===== src/rtl/button_history_display.sv =====
// Debounced button history with seven-segment rendering.
//
// A raw 3-bit button code is debounced. Each accepted nonzero code is pushed
// into a newest-first history of DEPTH slots, and each slot is rendered as two
// active-low seven-segment glyphs. The history clears on request, or by itself
// after TIMEOUT idle cycles. Slot 0 can blink with a half-period of BLINK_HALF
// cycles.
//
// Ports
//   clk          rising-edge clock
//   rst          synchronous active-high reset
//   val[2:0]     raw button code, 000 = no button
//   clear        synchronous history clear (beats a simultaneous press)
//   blink_en     allow slot 0 to blink while the history is not empty
//   seg          14 bits per slot {seg1, seg0}, bit order gfedcba, active low
//   count[3:0]   number of occupied slots
//   press_pulse  one-cycle strobe per accepted press

module button_history_display #(
   parameter int DEPTH         = 3,
   parameter int STABLE_CYCLES = 500000,
   parameter int TIMEOUT       = 250000000,
   parameter int BLINK_HALF    = 25000000
) (
   input  logic                 clk,
   input  logic                 rst,
   input  logic [2:0]           val,
   input  logic                 clear,
   input  logic                 blink_en,
   output logic [14*DEPTH-1:0]  seg,
   output logic [3:0]           count,
   output logic                 press_pulse
);

   localparam int SW = (STABLE_CYCLES > 1) ? $clog2(STABLE_CYCLES) : 1;
   localparam int TW = $clog2(TIMEOUT);
   localparam int BW = (BLINK_HALF > 1) ? $clog2(BLINK_HALF) : 1;

   localparam logic [SW-1:0] STAB_MAX = SW'(STABLE_CYCLES - 1);
   localparam logic [TW-1:0] IDLE_MAX = TW'(TIMEOUT - 1);
   localparam logic [BW-1:0] BLNK_MAX = BW'(BLINK_HALF - 1);
   localparam logic [3:0]    DEPTH_C  = 4'(DEPTH);

   logic [2:0]          val_q;
   logic [2:0]          deb;
   logic [SW-1:0]       stab_cnt;
   logic [TW-1:0]       idle_cnt;
   logic [BW-1:0]       blink_cnt;
   logic                blink_on;
   logic [2:0]          slot [DEPTH];
   logic [14*DEPTH-1:0] seg_d;

   logic deb_upd;
   logic press;
   logic timeout;

   // The debounced code only moves once val_q has been stable for
   // STABLE_CYCLES samples. A release updates deb but is not a press.
   assign deb_upd = (stab_cnt == STAB_MAX) && (val_q != deb);
   assign press   = deb_upd && (val_q != 3'd0) && !clear;
   // This fires on the edge where the idle timer reaches IDLE_MAX, and
   // again on every later edge while it is held there.
   assign timeout = !press && !clear && (idle_cnt >= IDLE_MAX - TW'(1));

   function automatic logic [13:0] glyph(input logic [2:0] code);
      logic [13:0] g;
      case (code)
         3'd1:    g = {7'b1111111, 7'b0001000};
         3'd2:    g = {7'b1111111, 7'b1100000};
         3'd3:    g = {7'b0100100, 7'b0110000};
         3'd4:    g = {7'b1000001, 7'b0011000};
         3'd5:    g = {7'b1111111, 7'b1000010};
         3'd6:    g = {7'b1111111, 7'b1110001};
         3'd7:    g = {7'b0111001, 7'b1111001};
         default: g = {14{1'b1}};
      endcase
      return g;
   endfunction

   // clear and timeout deliberately do not touch the debounce state.
   always_ff @(posedge clk) begin
      if (rst) begin
         val_q       <= 3'd0;
         stab_cnt    <= '0;
         deb         <= 3'd0;
         press_pulse <= 1'b0;
      end else begin
         val_q <= val;
         if (val != val_q)
            stab_cnt <= '0;
         else if (stab_cnt != STAB_MAX)
            stab_cnt <= stab_cnt + SW'(1);
         if (deb_upd)
            deb <= val_q;
         press_pulse <= press;
      end
   end

   always_ff @(posedge clk) begin
      if (rst) begin
         for (int k = 0; k < DEPTH; k++) slot[k] <= 3'd0;
         count <= 4'd0;
      end else if (press) begin
         slot[0] <= val_q;
         for (int k = 1; k < DEPTH; k++) slot[k] <= slot[k-1];
         if (count != DEPTH_C)
            count <= count + 4'd1;
      end else if (clear || timeout) begin
         for (int k = 0; k < DEPTH; k++) slot[k] <= 3'd0;
         count <= 4'd0;
      end
   end

   always_ff @(posedge clk) begin
      if (rst || press || clear)
         idle_cnt <= '0;
      else if (idle_cnt != IDLE_MAX)
         idle_cnt <= idle_cnt + TW'(1);
   end

   // The blink phase runs freely and restarts in the on phase at every press.
   always_ff @(posedge clk) begin
      if (rst || press) begin
         blink_cnt <= '0;
         blink_on  <= 1'b1;
      end else if (blink_cnt == BLNK_MAX) begin
         blink_cnt <= '0;
         blink_on  <= !blink_on;
      end else begin
         blink_cnt <= blink_cnt + BW'(1);
      end
   end

   always_comb begin
      seg_d = '1;
      for (int k = 0; k < DEPTH; k++)
         seg_d[14*k +: 14] = glyph(slot[k]);
      if (blink_en && (count != 4'd0) && !blink_on)
         seg_d[13:0] = {14{1'b1}};
   end

   always_ff @(posedge clk) begin
      if (rst)
         seg <= '1;
      else
         seg <= seg_d;
   end

endmodule


===== config.mk =====
export PLATFORM = sky130hd
export DESIGN_NAME = button_history_display
export DESIGN_NICKNAME = d
export VERILOG_FILES = /design/src/rtl/button_history_display.sv
export SDC_FILE = /design/constraint.sdc
export NUM_CORES = 1
export LEC_CHECK = 0
export ABC_AREA = 0
export CELL_PAD_IN_SITES_DETAIL_PLACEMENT = 0
export CELL_PAD_IN_SITES_GLOBAL_PLACEMENT = 1
export CORE_ASPECT_RATIO = 2
export CORE_MARGIN = 2
export CORE_UTILIZATION = 39
export CTS_CLUSTER_DIAMETER = 60
export DETAILED_ROUTE_END_ITERATION = 7
export PLACE_DENSITY_LB_ADDON = 0.1
export REMOVE_ABC_BUFFERS = 1
export SETUP_SLACK_MARGIN = 0.1
export SYNTH_ARGS = -nofsm -noshare
export SYNTH_HDL_FRONTEND = slang
export SYNTH_SLANG_ARGS = --single-unit
export TNS_END_PERCENT = 50

===== constraint.sdc =====
create_clock -name clk -period 2.2 [get_ports clk]
set_clock_uncertainty 0.2 [all_clocks]
set_input_delay 0.33 -clock clk [delete_from_list [all_inputs] [get_ports clk]]
set_output_delay 0.33 -clock clk [all_outputs]
set_load 0.03 [all_outputs]

==> flow_metrics.env <==
export IMPL_routed_wl_mm=11.7
export IMPL_synth_edf_count=9
export IMPL_synthFlopType="dfxtp_1"
export IMPL_die_x_um=88.7
export IMPL_core_area_mm2=0.0142
export IMPL_grt_overflow_total=0
export IMPL_fmax_mhz=426
export IMPL_tightest_slew_ns=0.431
export IMPL_grt_pass1_vias=4004
export IMPL_diodes=0
export IMPL_dieArea_mm2=0.0154
export IMPL_violations="negative setup slack"
export IMPL_syn_area_mm2=0.00560
export IMPL_pre_cts_ws_ns=-0.222
export IMPL_synth_seq_area_share_pct=48.8
export IMPL_grt_max_degree=29
export IMPL_rr_worst_depth=7
export IMPL_ys_warn_count=0
export IMPL_leakagePower_uw=0.00292
export IMPL_cpPeakStageDelay_ns=0.54
export IMPL_clock_sinks=132
export IMPL_final_area_mm2=0.00759
export IMPL_insertion_delay_ns=0.42
export IMPL_initial_core_util_pct=39.4
export IMPL_grt_pass1_wl_mm=18.9
export IMPL_path_max_fanout=9
export IMPL_cpMaxStageDelayCell="or4_4"
export IMPL_arrival_ns=2.28
export IMPL_hold_end="blink_cnt[0]"
export IMPL_cp_start_kind="flip-flop"
export IMPL_placed_cells=878
export IMPL_syn_area_per_cell_um2=9.21
export IMPL_crit_reg2reg_capture="slot[0][2]"
export IMPL_hpwl_mm=7.79
export IMPL_fillCellCount=1347
export IMPL_viasPerCell=4.77
export IMPL_globalplace_congestion=0.735
export IMPL_area_growth_pct=35.6
export IMPL_worstSetupEndpointType="flip-flop"
export IMPL_status="finished, violations left"
export IMPL_p_per_area_mw_per_mm2=758
export IMPL_worstPathRequired_ns=2.13
export IMPL_final_cell_mix="122 x dfxtp_1, 68 x nor2_1, 53 x buf_4"
export IMPL_drv_cap=0
export IMPL_setup_viol=75
export IMPL_clk_pin_slew_ns=0.06
export IMPL_fp_row_count=62
export IMPL_setup_slack_ns=-0.146
export IMPL_die_h_um=173
export IMPL_fin_cells=916
export IMPL_min_period_ns=2.35
export IMPL_postCtsHoldBufs=0
export IMPL_place_area_mm2=0.00667
export IMPL_cts_buffers=17
export IMPL_grt_usage_pct=15.7
export IMPL_nets=724
export IMPL_max_slew_margin_rel_pct=71.0
export IMPL_route_detailed_drc=0
export IMPL_tritoncts="done"
export IMPL_first_pass_iters=4
export IMPL_holdPathStages=1
export IMPL_peakVddDrop_mv=0.480
export IMPL_multi_input_area_mm2=0.00283
export IMPL_vias=4366
export IMPL_regArea_mm2=0.00273
export IMPL_syn_inst=608
export IMPL_synth_distinct_cells=51
export IMPL_hp_start="blink_cnt[0]"
export IMPL_htreeDepth=4
export IMPL_first_iter_violations=151
export IMPL_clockBufferDepth=2
export IMPL_r2r_start="stab_cnt[6]"
export IMPL_drv_slew=0
export IMPL_finalHoldViolations=0
export IMPL_drive_above_1_share_pct=20.6
export IMPL_ys_ff_latch=132
export IMPL_r2r_slack_ns=-0.15
export IMPL_fin_crit_sh_pct=107
export IMPL_layout_commonest_cell="dfxtp_1"
export IMPL_synth_async_reset_ratio_pct=0
export IMPL_io_buffers=53
export IMPL_pin_count=54
export IMPL_ant_nets=0
export IMPL_crit_type="flip-flop to flip-flop"
export IMPL_wl_per_cell_um=12.8
export IMPL_rsz0062_at_grt="true"
export IMPL_setup_tns_final_ns=-6.19
export IMPL_min_path_type="flip-flop to flip-flop"
export IMPL_antenna_found_initial=0
export IMPL_crit_chain="or4_4 -> nor4_4 -> nand4_4 -> o31ai_4 -> nor2_2 -> inv_2 -> buf_12"
export IMPL_root_buffer="clkbuf_16"
==> repair_timing <==
action | CTS | global route
buffers inserted | 0 | 2
pin swaps | 4 | 27
gates resized for setup | 7 | 53
endpoints found under the setup margin | 85 | 87
gates cloned | 0 | 4
==> routing by layer <==
metal / vias up / global-route usage (%) / part of all wire [%]
li1: 2265 / - / -
met1: 2018 / 20.0 / 45
met2: 67 / 24.4 / 49
met3: 16 / 3.76 / 3.6
met4: 0 / 7.64 / 2.2
met5: - / 0 / 0
==> area by class of cell <==
cell class | instances | area share (%)
multi-input cells | 429 | 37.3
flip-flops and latches | 132 | 36.0
repair buffers | 115 | 14.7
clock buffers | 17 | 5.61
well taps | 192 | 3.17
clock inverters | 15 | 2.39
inverters | 16 | 0.791
==> sequential cells by signal, summed over array words and instances (netlist names) <==
name         cells
count            4
blink_on         1
idle_cnt        28
press_pulse      1
deb              3
blink_cnt       25
stab_cnt        19
val_q            3
seg             39
slot             9
==> worst max path at each step <==
stage	from	end	slack, ns	cells after the start
after floorplan	stab_cnt[9]	slot[0][0]	-0.79	6
after global placement	stab_cnt[6]	slot[0][1]	-0.19	7
after detailed placement	stab_cnt[6]	slot[0][3]	-0.22	7
after CTS	stab_cnt[6]	slot[0][3]	-0.16	7
after global routing	stab_cnt[6]	slot[0][7]	-0.26	7
final	stab_cnt[6]	slot[0][2]	-0.15	7
==> Yosys cell counts (2+ instances only) <==
cell type / instances / area share, %
nor3b_1: 3 / 0.40
a211oi_1: 4 / 0.54
xnor2_1: 24 / 3.8
nand2b_1: 8 / 0.89
nand2_1: 50 / 3.4
and2_1: 15 / 1.7
inv_1: 16 / 1.1
nand4_1: 14 / 1.6
or4_1: 2 / 0.27
or2_2: 9 / 1.0
ha_1: 6 / 1.3
o211ai_1: 2 / 0.27
edfxtp_1: 9 / 4.8
nand3_1: 32 / 2.9
buf_1: 2 / 0.13
nor4_1: 7 / 0.78
xor2_1: 46 / 7.2
nor2b_1: 12 / 1.3
a21oi_1: 4 / 0.36
buf_6: 3 / 0.60
buf_4: 5 / 0.67
nor4b_1: 2 / 0.31
o21bai_1: 3 / 0.40
dfxtp_1: 123 / 44
buf_2: 3 / 0.27
and4_2: 3 / 0.54
a21o_1: 6 / 0.80
or3_1: 10 / 1.1
and3_1: 14 / 1.6
and4_1: 4 / 0.63
o21ai_0: 21 / 1.9
clkbuf_1: 18 / 1.2
a31oi_1: 4 / 0.45
nor2_1: 90 / 6.0
mux2i_1: 5 / 0.89
nor3_1: 14 / 1.3
==> critical path, delay by kind of cell (launching register included) <==
family / cells / cell delay (ns)
and+or+nand+nor: 4 / 1.04
DFF: 1 / 0.32
buffers and inverters: 2 / 0.20
AOI/OAI and AO/OA: 1 / 0.32
==> cell families (layout without fill, tap and decap cells) <==
logic type,after synthesis,after routing,synth area share [%]
compound gates,51,51,6.37
mux,5,5,0.894
xor+xnor,70,70,11.0
flops,132,132,48.8
simple gates,297,297,27.7
buf+inv,47,163,3.96
fa+ha+maj,6,6,1.34
==> per-stage QoR <==
stage	util [%]	hold WS (ns)	total power [µW]
6_report	53.5	0.245	5750
5_1_grt	53.5	0.282	5950
4_1_cts	51.4	0.256	5800
3_5_place_dp	47.0	0.239	2880
3_3_place_gp	47.0	0.233	2870
2_1_floorplan	-	0.202	2720
==> power by group <==
group          switching (µW)  leakage, µW  internal [µW]
logic                     190      0.00153            161
registers                37.9      0.00110           2470
clock network            1100     0.000294           1790
(Power assumes the default switching activity.)
